### src/rtl/spi_adc_pkg.sv
// Shared constants, FSM state type and frame formatting for the SPI ADC responder.
package spi_adc_pkg;

    localparam int FRAME_BITS = 16;
    localparam int LEAD_ZEROS = 3;
    localparam int SAMPLE_W   = 8;
    localparam int CNT_W      = 5;

    typedef enum logic [1:0] {
        IDLE  = 2'd0,
        SHIFT = 2'd1,
        HOLD  = 2'd2
    } state_t;

    // Place the sample after the leading zeros, MSB first; remaining low bits stay zero.
    function automatic logic [FRAME_BITS-1:0] build_frame(input logic [SAMPLE_W-1:0] sample);
        logic [FRAME_BITS-1:0] frame;
        frame = '0;
        frame[FRAME_BITS-1-LEAD_ZEROS -: SAMPLE_W] = sample;
        return frame;
    endfunction

endpackage

### src/rtl/spi_adc_slave_if.sv
// SPI pin bundle between the ADC emulator and its master.
interface spi_adc_slave_if;

    logic cs_n;
    logic sclk;
    logic sdata;

    modport master (output cs_n, output sclk, input sdata);
    modport slave  (input cs_n, input sclk, output sdata);

endinterface

### src/rtl/spi_adc_slave_sync_edge.sv
// Two-flop synchroniser for an asynchronous pin plus edge ticks derived
// from the synchronised level and its one-cycle-delayed copy.
module sync_edge #(
    parameter logic RESET_VAL = 1'b1
) (
    input  logic clk,
    input  logic n_rst,
    input  logic async_in,
    output logic rise,
    output logic fall
);

    logic meta_q, meta_d;
    logic sync_q, sync_d;
    logic prev_q, prev_d;

    // Next-state for the synchroniser chain and the edge-history register.
    always_comb begin
        meta_d = async_in;
        sync_d = meta_q;
        prev_d = sync_q;
    end

    // Pins idle high, so reset to the idle level to avoid a phantom edge after reset.
    always_ff @(posedge clk or negedge n_rst) begin
        if (!n_rst) begin
            meta_q <= RESET_VAL;
            sync_q <= RESET_VAL;
            prev_q <= RESET_VAL;
        end else begin
            meta_q <= meta_d;
            sync_q <= sync_d;
            prev_q <= prev_d;
        end
    end

    assign rise = sync_q & ~prev_q;
    assign fall = ~sync_q & prev_q;

endmodule

### src/rtl/spi_adc_slave.sv
// SPI responder emulating an 8-bit serial ADC: serves the held sample in a
// 16-bit frame on sdata, clocked entirely from the system clock domain.
module spi_adc_slave
    import spi_adc_pkg::*;
(
    input  logic                clk,
    input  logic                n_rst,
    input  logic [SAMPLE_W-1:0] din,
    input  logic                wren,
    spi_adc_slave_if.slave      bus,
    output logic                busy,
    output logic                done,
    output logic                frame_err
);

    localparam logic [CNT_W-1:0] LAST_RISE = CNT_W'(FRAME_BITS - 1);

    logic cs_rise, cs_fall;
    logic sclk_rise, sclk_fall;

    state_t                state_q, state_d;
    logic [CNT_W-1:0]      cnt_q, cnt_d;
    logic [FRAME_BITS-1:0] shift_q, shift_d;
    logic [SAMPLE_W-1:0]   hold_q, hold_d;
    logic                  sdata_q, sdata_d;
    logic                  busy_q, busy_d;
    logic                  done_q, done_d;
    logic                  err_q, err_d;

    sync_edge #(.RESET_VAL(1'b1)) u_cs_sync (
        .clk      (clk),
        .n_rst    (n_rst),
        .async_in (bus.cs_n),
        .rise     (cs_rise),
        .fall     (cs_fall)
    );

    sync_edge #(.RESET_VAL(1'b1)) u_sclk_sync (
        .clk      (clk),
        .n_rst    (n_rst),
        .async_in (bus.sclk),
        .rise     (sclk_rise),
        .fall     (sclk_fall)
    );

    // Frame FSM next state: loads on cs fall, shifts on sclk falls, counts sclk rises.
    always_comb begin
        state_d = state_q;
        cnt_d   = cnt_q;
        shift_d = shift_q;
        sdata_d = sdata_q;
        busy_d  = busy_q;
        done_d  = 1'b0;
        err_d   = 1'b0;
        // A write coinciding with the cs fall lands here; the frame below uses hold_q,
        // so the new value only serves the following frame.
        hold_d  = wren ? din : hold_q;

        case (state_q)
            IDLE: begin
                sdata_d = 1'b0;
                busy_d  = 1'b0;
                if (cs_fall) begin
                    shift_d = build_frame(hold_q);
                    cnt_d   = '0;
                    busy_d  = 1'b1;
                    state_d = SHIFT;
                end
            end
            SHIFT: begin
                if (cs_rise) begin
                    err_d   = 1'b1;
                    sdata_d = 1'b0;
                    busy_d  = 1'b0;
                    state_d = IDLE;
                end else begin
                    if (sclk_fall) begin
                        sdata_d = shift_q[FRAME_BITS-1];
                        shift_d = shift_q << 1;
                    end
                    if (sclk_rise) begin
                        cnt_d = cnt_q + 1'b1;
                        if (cnt_q == LAST_RISE) begin
                            sdata_d = 1'b0;
                            state_d = HOLD;
                        end
                    end
                end
            end
            HOLD: begin
                sdata_d = 1'b0;
                if (cs_rise) begin
                    done_d  = 1'b1;
                    busy_d  = 1'b0;
                    state_d = IDLE;
                end
            end
            default: begin
                sdata_d = 1'b0;
                busy_d  = 1'b0;
                state_d = IDLE;
            end
        endcase
    end

    // Control state and registered outputs.
    always_ff @(posedge clk or negedge n_rst) begin
        if (!n_rst) begin
            state_q <= IDLE;
            cnt_q   <= '0;
            hold_q  <= '0;
            sdata_q <= 1'b0;
            busy_q  <= 1'b0;
            done_q  <= 1'b0;
            err_q   <= 1'b0;
        end else begin
            state_q <= state_d;
            cnt_q   <= cnt_d;
            hold_q  <= hold_d;
            sdata_q <= sdata_d;
            busy_q  <= busy_d;
            done_q  <= done_d;
            err_q   <= err_d;
        end
    end

    // Shift register is always reloaded on cs fall before use, so it needs no reset.
    always_ff @(posedge clk) begin
        shift_q <= shift_d;
    end

    assign bus.sdata = sdata_q;
    assign busy      = busy_q;
    assign done      = done_q;
    assign frame_err = err_q;

endmodule
### src/flat_wrapper.sv
// flat-port wrapper written by rule: the top's interface ports become plain ports
module spi_adc_slave_flat import spi_adc_pkg::*;
  (clk, n_rst, din, wren, busy, done, frame_err, bus_cs_n, bus_sclk, bus_sdata);
  spi_adc_slave_if bus_i ();
  input  logic clk;
  input  logic n_rst;
  input  logic [SAMPLE_W-1:0] din;
  input  logic wren;
  output logic busy;
  output logic done;
  output logic frame_err;
  input wire logic [$bits(bus_i.cs_n)-1:0] bus_cs_n;
  input wire logic [$bits(bus_i.sclk)-1:0] bus_sclk;
  output wire logic [$bits(bus_i.sdata)-1:0] bus_sdata;
  assign bus_i.cs_n = bus_cs_n;
  assign bus_i.sclk = bus_sclk;
  assign bus_sdata = bus_i.sdata;
  spi_adc_slave u_core (.clk(clk), .n_rst(n_rst), .din(din), .wren(wren), .bus(bus_i), .busy(busy), .done(done), .frame_err(frame_err));
endmodule
### config.mk
export PLATFORM = sky130hd
export DESIGN_NAME = spi_adc_slave_flat
export DESIGN_NICKNAME = d
export VERILOG_FILES = /design/src/rtl/spi_adc_pkg.sv /design/src/rtl/spi_adc_slave_if.sv /design/src/rtl/spi_adc_slave_sync_edge.sv /design/src/rtl/spi_adc_slave.sv /design/src/flat_wrapper.sv
export SDC_FILE = /design/constraint.sdc
export NUM_CORES = 1
export LEC_CHECK = 0
export ABC_CLOCK_PERIOD_IN_PS = 2450
export CORE_MARGIN = 1
export CORE_UTILIZATION = 40
export CTS_BUF_LIST = sky130_fd_sc_hd__clkbuf_16
export CTS_CLUSTER_DIAMETER = 80
export DETAILED_ROUTE_END_ITERATION = 16
export DONT_BUFFER_PORTS = 1
export PLACE_DENSITY = 0.66
export RECOVER_POWER = 50
export SLEW_MARGIN = 20
export SYNTH_ARGS = -nofsm -noshare
export SYNTH_HDL_FRONTEND = slang
export SYNTH_SLANG_ARGS = --single-unit
### constraint.sdc
create_clock -name clk -period 2.45 [get_ports clk]
set_input_delay 0.3675 -clock clk [delete_from_list [all_inputs] [get_ports clk]]
set_output_delay 0.3675 -clock clk [all_outputs]
set_load 0.05 [all_outputs]
# --- After elaboration in Yosys (flattened, before gate mapping) ---
# Cells that the tools add are included.
word_totals:
  ff_bits: 41
  input_bits: 13
  output_inout_bits: 4
  word_cells: 65
classes:
  n_addsub: 1
  eq_ne: 11
  muxes: 25
  bitwise_logic: 8
  reduce_logical: 6
ops:
  columns: ["cell", "count"]
  rows:
  - ["16-bit 2-to-1 mux", 3]
  - ["16-bit case mux with 2 select lines", 1]
  - ["5-bit 2-to-1 mux", 3]
  - ["4-bit AND reduction", 3]
  - ["1-bit 2-to-1 mux", 10]
  - ["2-bit 2-to-1 mux", 5]
  - ["2-bit by 1-bit != test with 1-bit output, second input constant", 5]
  - ["5-bit case mux with 2 select lines", 1]
  - ["3-bit by 1-bit != test with 1-bit output, second input constant", 2]
  - ["2-bit case mux with 3 select lines", 1]
  - ["5-bit by 1-bit adder with 5-bit output, second input constant", 1]
  - ["5-bit by 4-bit == test with 1-bit output, second input constant", 1]
  - ["1-bit bitwise AND", 4]
  - ["1-bit NOT", 4]
  - ["2-bit by 1-bit == test with 1-bit output, second input constant", 1]
  - ["2-bit == test, second input constant", 1]
  - ["2-bit logical NOT", 1]
  - ["2-bit != test, second input constant", 1]
  - ["1-bit case mux with 2 select lines", 1]
  - ["2-bit nonzero test", 1]
  - ["2-bit OR reduction", 1]

# --- Longest topological paths before layout ---
# Gate-level depths: netlist of run 1.
depth:
  word_depth: 7
  depth_mapped: 7

# --- By module ---
# A second synthesis of run 1 with hierarchy kept.
unflattened:
  cells_unflattened: 110
  hier_area_um2: 1551.5
modules_own_cells:
  columns: ["mod", "n_inst", "cells_per_inst", "area_each_um2"]
  rows:
  - ["spi_adc_slave", 1, 100, 1363.8]
  - ["sync_edge", 2, 5, 93.8]

# --- Worst setup path before layout of run 1 ---
# OpenSTA, ideal clock, no wires.
synth_path:
  kind: "register -> register"
  start: "reg u_core.state_q[1]"
  end: "reg u_core.shift_q[10], enable pin"
  arrival_ns: 1.365
  setup_slack_ns: 0.741
  path_stages_with_launch: 7
  synth_period_minus_slack_ns: 1.709
  cell_sequence: "dfrtp_1 inv_1 ha_1 buf_2 buf_2 o211ai_1 nand2_1"
synth_via:
  elab_chain_len: 3
  elab_cells_between_ends: 7
  classes_between: "eq/ne (4); reduce/logical (3)"
synth_rtl:
  columns: ["item", "line_no", "text"]
  rows:
  - ["from (decl)", "spi_adc_slave.sv:21", "state_t state_q, state_d;"]
  - ["from (signal assigned)", "spi_adc_slave.sv:117", "state_q <= state_d;"]
  - ["2-bit by 1-bit == test with 1-bit output / 2-bit logical NOT (equally long branches)", "spi_adc_slave.sv:59", "case (state_q)"]
  - ["2-bit by 1-bit != test with 1-bit output (no line), or another cell as far along", null, null]
  - ["4-bit AND reduction (no line) *", null, null]
  - ["to (signal assigned)", "spi_adc_slave.sv:129", "shift_q <= shift_d;"]
  - ["to (decl)", "spi_adc_slave.sv:23", "logic [FRAME_BITS-1:0] shift_q, shift_d;"]
# Mark *: on every way between the ends. The rest lies on a longest branch, timed or not.
# A chain may end at the register's enable or synchronous reset.

# --- Worst setup path after layout of run 1 ---
layout_path:
  start: "reg u_core.state_q[0]"
  end: "reg u_core.shift_q[8], enable pin"
# The elaborated chain is that of the path after synthesis.

==> flow_summary_export.csv, run 1 <==
group,metric,value,unit
yosys,ys_types,29,
route,firstDrtPassIters,4,
floorplanning,die_w,63.9,um
route,drcViolationCount,0,
setup_path,cpPeakStageDelay,0.40,ns
power_and_ir_drop,comb_power_share,20.5,%
floorplanning,core,3660,um^2
yosys,synth_top_area_share,31.0,%
clock_network,root_buffer,"clkbuf_16",
power_and_ir_drop,p_int,1.39,mW
sta,setup_tns,0,ns
route,via_per_inst,5.19,
setup_path,critPathSlowestCell,"nand2_1",
job,drv_cap,0,
route,vias,861,
clock_network,numCtsBuffers,5,
power_and_ir_drop,swShare,27.4,%
yosys,async_reset_ff_share,69.4,%
power_and_ir_drop,power_frac_seq,43.3,%
final_layout,mostFrequentLayoutCells,"dfrtp_1, mux2_2, edfxtp_1",
power_and_ir_drop,clockPowerShare,36.2,%
power_and_ir_drop,switching_power,527,uW
route,wl_per_cell,15.0,um
setup_path,rr_startpoint,"u_core.state_q[0]",
yosys,synth_nets,128,
setup_path,worst_setup_path_start_kind,"flop",
yosys,synth.area.top_cells,"dfrtp_1, edfxtp_1, dfstp_2",
setup_path,rrSetupSlack,0.56,ns
sta,fmax,530,MHz
yosys,ys_ff_latch,36,
sta,rsz0062_at_grt,"no",
yosys,yosysWarnings,0,
clock_network,insertion_delay,0.28,ns
yosys,synthCells,110,
floorplanning,start_util,41.8,%
final_layout,drive_above_1_share,22.9,%
setup_path,crit_fanout,11,
power_and_ir_drop,p_leak,0.708,nW
final_layout,insertedDiodeCount,0,
sta,min_period,1.89,ns
sta,hold_viol_final,0,
sta,fin_skew,0.00456,ns
clock_network,clk_path_buf_depth,2,
yosys,synth_top_area_cell,"dfrtp_1",
clock_network,cts_sinks,36,
sta,slew_headroom,12.6,%
setup_path,timing_worst_setup_path_type,"flop to flop",
route,ant_nets,0,
yosys,synth_edf_count,11,
worst_hold_path,min_path_type,"input port to flop",
worst_hold_path,worstHoldStart,"bus_cs_n",
setup_path,reg2reg_depth,5,
clock_network,clkTransAtPathRegs,0.05,ns
yosys,syn_avg_cell_area,13.9,um^2
place,gp_congestion,0.793,
floorplanning,die-area,4080,um^2
grt,grt_max_degree,26,
setup_path,worstReg2RegEnd,"u_core.shift_q[8]",
floorplanning,die_h,63.9,um
yosys,syn_area,1530,um^2
floorplanning,row_count,22,
status,status,"completed",
clock_network,cts_tree,"yes",
final_layout,nNetsFinal,135,
grt,grt_usage,14.8,%
clock_network,post-cts-setup-buffer-count,0,
worst_hold_path,worstHoldPathCells,0,
setup_path,cp-end-kind,"flop",
place,dpl.hpwl,1.77,mm
sta,tightest_slew,1.31,ns
setup_path,arrival,1.81,ns
sta,fin_crit_sh,77.1,%
worst_hold_path,min_to,"u_core.u_cs_sync.meta_q",
sta,setup-violations-final,0,
power_and_ir_drop,finalPower,1.92,mW
setup_path,worstPathCellList,"inv_1 > ha_1 > nor2_1 > o211ai_1 > nand2_1",
grt,grt_pass1_wl,4.38,mm
clock_network,htree_levels,2,
power_and_ir_drop,power_density,1090,nW/um^2
final_layout,syn2layout_area_growth,15.0,%
grt,grt_pass1_vias,974,
place,portBuffers,0,
final_layout,final_common_cell,"dfrtp_1",
floorplanning,top_level_ports,17,
grt,antenna_found_initial,0,
grt,overflow,0,
sta,drv_slew,0,
yosys,ys_seq_area_share,62.9,%
power_and_ir_drop,peakVddDrop,0.343,mV
route,drt_iter0_markers,46,
setup_path,required,2.37,ns
route,wirelength,2.50,mm
yosys,synth-main-ff-cell,"dfrtp_1",
==> power by group through the flow <==
| stage | Sequential [mW] | Combinational [mW] | Clock, mW |
|---|---|---|---|
| floorplan | 0.825 | 0.320 | 0 |
| global placement | 0.837 | 0.370 | 0 |
| detailed placement | 0.845 | 0.388 | 0 |
| CTS | 0.834 | 0.404 | 0.712 |
| global route | 0.844 | 0.448 | 0.739 |
| finish | 0.831 | 0.394 | 0.696 |
==> cell type report <==
class                           instances  area (um^2)
Inverter                                5         18.8
Sequential cell                        36          963
Clock inverter                          3         37.5
Clock buffer                            5          125
Fill cell                             315         1900
Timing Repair Buffer                    3         21.3
Tap cell                               48         60.1
Multi-Input combinational cell         66          536
==> how the worst max path moves through the flow <==
stage | depth (start not counted) | slack, ns | from | to
6_report | 5 | 0.56 | u_core.state_q[0] | u_core.shift_q[8]
5_1_grt | 2 | 0.40 | n_rst | u_core.state_q[1]
4_1_cts | 5 | 0.55 | u_core.state_q[0] | u_core.shift_q[9]
3_5_place_dp | 5 | 0.55 | u_core.state_q[0] | u_core.shift_q[8]
3_3_place_gp | 3 | 0.67 | u_core.state_q[0] | u_core.shift_q[8]
2_1_floorplan | 6 | 0.74 | u_core.state_q[1] | u_core.shift_q[10]
==> Yosys cell counts (5+ instances only) <==
library cell	count
inv_1	5
nand3_1	6
mux2_2	12
and2_1	5
ha_1	5
nand2_1	5
edfxtp_1	11
dfrtp_1	19
dfstp_2	6
==> sequential cells by signal, summed over array words and instances (netlist names) <==
| signal | flops |
|---|---|
| u_core.cnt_q | 5 |
| u_core.busy | 1 |
| u_core.frame_err | 1 |
| u_core.shift_q | 11 |
| u_core.u_cs_sync.prev_d | 1 |
| u_core.u_sclk_sync.meta_q | 1 |
| u_core.u_cs_sync.prev_q | 1 |
| u_core.u_sclk_sync.prev_q | 1 |
| u_core.u_sclk_sync.prev_d | 1 |
| u_core.u_cs_sync.meta_q | 1 |
| u_core.bus.sdata | 1 |
| u_core.hold_q | 8 |
| u_core.done | 1 |
| u_core.state_q | 2 |
==> per-stage QoR <==
step | hold slack (ns) | instances | util [%] | setup slack [ns] | cell area [um^2]
final | 0.0882 | 166 | 48.1 | 0.562 | 1760
after global routing | 0.0737 | 166 | 48.1 | 0.399 | 1760
after CTS | 0.0792 | 166 | 48.6 | 0.545 | 1780
after detailed placement | 0.0725 | 156 | 43.3 | 0.549 | 1590
after global placement | 0.0725 | 156 | 43.3 | 0.666 | 1590
after floorplan | 0.0719 | 110 | - | 0.741 | 1530
==> worst max-delay path, delay by kind of cell, from the launching register on <==
kind,cells,cell delay (ns)
AOI/OAI and AO/OA,1,0.12
adders and majority gates,1,0.30
buffers and inverters,1,0.08
DFF,1,0.38
and+or+nand+nor,2,0.65
==> cells by family after synthesis <==
logic type      after synthesis  share of synthesized area, %
simple gates                 28                          10.3
flops                        36                          62.9
fa+ha+maj                     5                          4.08
mux                          16                          12.0
compound gates               17                          8.58
buf+inv                       8                          2.12
==> routing by layer <==
layer / track usage [%] / part of all wire [%] / up-vias
li1: - / - / 408
met5: 0 / 0 / -
met3: 5.89 / 3.8 / 7
met2: 25.4 / 51 / 15
met1: 15.0 / 43 / 431
met4: 9.09 / 2.4 / 0
==> repair_timing <==
action                                 in CTS  in global routing
endpoints found under the hold margin      25                  0
hold buffers                                2                  0
gates resized for setup                     0                  0
Note: power is estimated with default switching activity, not from simulation.
==> run 2, diff against run 1 <==
--- a/config.mk
+++ b/config.mk
@@ -5,7 +5,7 @@
 export SDC_FILE = /design/constraint.sdc
 export NUM_CORES = 1
 export LEC_CHECK = 0
-export ABC_CLOCK_PERIOD_IN_PS = 2450
+export ABC_CLOCK_PERIOD_IN_PS = 1900
 export CORE_MARGIN = 1
 export CORE_UTILIZATION = 40
 export CTS_BUF_LIST = sky130_fd_sc_hd__clkbuf_16
==> constraint.sdc (replaced) <==
create_clock -name clk -period 1.9 [get_ports clk]
set_input_delay 0.285 -clock clk [delete_from_list [all_inputs] [get_ports clk]]
set_output_delay 0.285 -clock clk [all_outputs]
set_load 0.05 [all_outputs]
==> run 2 against run 1 <==
Critical endpoint is now u_core.shift_q[6]; power up 24%; sequential power up 29%; critical path depth down 1; design area up 1.6%; clock power up 9.6%; sequential share of layout area down 0.88 points; highest routed layer unchanged; critical path type unchanged; register-to-register slack worse by 0.38 ns; wire length down 2.9%; clock-buffer cell count unchanged.
==> flow_summary_export.csv, run 2 (same netlist as run 1, synthesis figures left out) <==
group,metric,value,unit
setup_path,worst_setup_path_start_kind,"flop",
status,status,"completed",
setup_path,cp-end-kind,"flop",
sta,hold_viol_final,0,
sta,rsz0062_at_grt,"no",
clock_network,root_buffer,"clkbuf_16",
final_layout,drive_above_1_share,24.4,%
setup_path,timing_worst_setup_path_type,"flop to flop",
final_layout,mostFrequentLayoutCells,"dfrtp_1, mux2_2, edfxtp_1",
clock_network,post-cts-setup-buffer-count,0,
setup_path,required,1.92,ns
sta,worst_slack,0.178,ns
sta,slew_headroom,26.4,%
final_layout,largestRegisters,"u_core.shift_q: 11 flops, u_core.hold_q: 8 flops, u_core.cnt_q: 5 flops",
setup_path,arrival,1.75,ns
power_and_ir_drop,finalPower,2.38,mW
grt,grt_usage,15.0,%
floorplanning,top_level_ports,17,
grt,grt_max_degree,26,
clock_network,cts_tree,"yes",
clock_network,clk_path_buf_depth,2,
sta,fin_crit_sh,90.6,%
floorplanning,row_count,22,
place,pre_cts_slack,0.201,ns
route,ant_nets,0,
floorplanning,die_h,63.9,um
worst_hold_path,min_path_type,"input port to flop",
sta,setup_tns,0,ns
final_layout,final_common_cell,"dfrtp_1",
final_layout,top_register,"u_core.shift_q",
setup_path,rr_startpoint,"u_core.state_q[1]",
sta,min_period,1.72,ns
clock_network,insertion_delay,0.27,ns
final_layout,nNetsFinal,140,
sta,drv_slew,0,
worst_hold_path,worstHoldStart,"din[4]",
route,firstDrtPassIters,4,
route,drt_iter0_markers,67,
route,drcViolationCount,0,
clock_network,clkTransAtPathRegs,0.05,ns
sta,fmax,581,MHz
floorplanning,core,3660,um^2
setup_path,crit_fanout,9,
final_layout,seq_area,963,um^2
final_layout,insertedDiodeCount,0,
route,wirelength,2.43,mm
final_layout,multi_input_area,536,um^2
place,dpl.hpwl,1.64,mm
grt,antenna_found_initial,0,
power_and_ir_drop,power_density,1330,nW/um^2
clock_network,numCtsBuffers,5,
sta,setup-violations-final,0,
floorplanning,start_util,41.8,%
job,drv_cap,0,
grt,grt_pass1_wl,4.35,mm
power_and_ir_drop,peakVddDrop,0.575,mV
grt,grt_pass1_vias,911,
place,gp_congestion,0.720,
final_layout,final_area,1790,um^2
grt,overflow,0,
route,vias,865,
setup_path,crit_start,"u_core.state_q[1]",
sta,fin_skew,0.00262,ns
final_layout,largest_register_ffs,11,
floorplanning,die-area,4080,um^2
clock_network,cts_sinks,36,
floorplanning,die_w,63.9,um
place,portBuffers,0,
power_and_ir_drop,p_leak,0.732,nW
final_layout,syn2layout_area_growth,16.9,%
clock_network,htree_levels,2,
place,dpl_cell_area,1610,um^2
route,via_per_inst,5.06,
sta,tightest_slew,1.10,ns
sta,holdWs,0.158,ns
route,wl_per_cell,14.2,um
final_layout,fill_cells,319,
-- run 2: cell types whose count changed in the layout (fill, tap and decap cells not counted), sizes merged --
cell          delta
dlymetal6s4s     +1
buf              +3
bufinv           -1
clkinv           -1
inv              +1
clkinvlp         +1
clkbuf           -1
dlygate4sd3      +2
-- run 2: per-stage QoR --
step                      std cells  utilization (%)
after floorplan                 110                -
after global placement          159             43.9
after detailed placement        159             43.9
after CTS                       171             49.1
after global routing            171             48.9
final                           171             48.9
-- run 2: critical path: stages, from the launching register on --
cell	delay (ns)
dfrtp_1	0.39
inv_1	0.10
ha_1	0.40
buf_4	0.23
mux2_2	0.34
-- run 2: metal layers --
layer  global-route usage [%]  wire length, um  vias to the layer above
met5                        0                0                        -
met4                     9.38               83                        0
met3                     6.07               81                        6
met2                     22.7             1090                       20
met1                     17.6             1170                      421
li1                         -                -                      418
-- run 2: layout make-up --
cell class	count	share of cell area, %
flip-flops and latches	36	53.8
multi-input cells	66	29.9
clock buffers	5	6.99
repair buffers	8	4.05
well taps	48	3.35
inverters	5	1.05
clock inverters	3	0.839
-- run 2: final timing paths --
check | endpoint | slack, ns | cells after the start
setup / recovery | u_core.shift_q[6] | 0.18 | 4
max in group asynchronous | u_core.cnt_q[2] | 0.39 | 2
min in group asynchronous | u_core.hold_q[7] | 0.84 | 2
setup reg to reg | u_core.shift_q[6] | 0.18 | 4
hold / removal | u_core.hold_q[4] | 0.16 | 1
hold reg to reg | u_core.u_sclk_sync.prev_d | 0.36 | 0
-- run 2: where the power goes --
part	internal [mW]	switching, mW	total, mW	leakage [nW]
combinational	0.260	0.281	0.542	0.258
sequential	0.957	0.115	1.07	0.406
clock	0.475	0.288	0.763	0.0687
total	1.69	0.684	2.38	0.732
-- run 2: repair_timing --
item                      4_1_cts  5_1_grt
gates resized for setup         0        0
hold endpoints to repair       27        0
hold buffers                    4        0
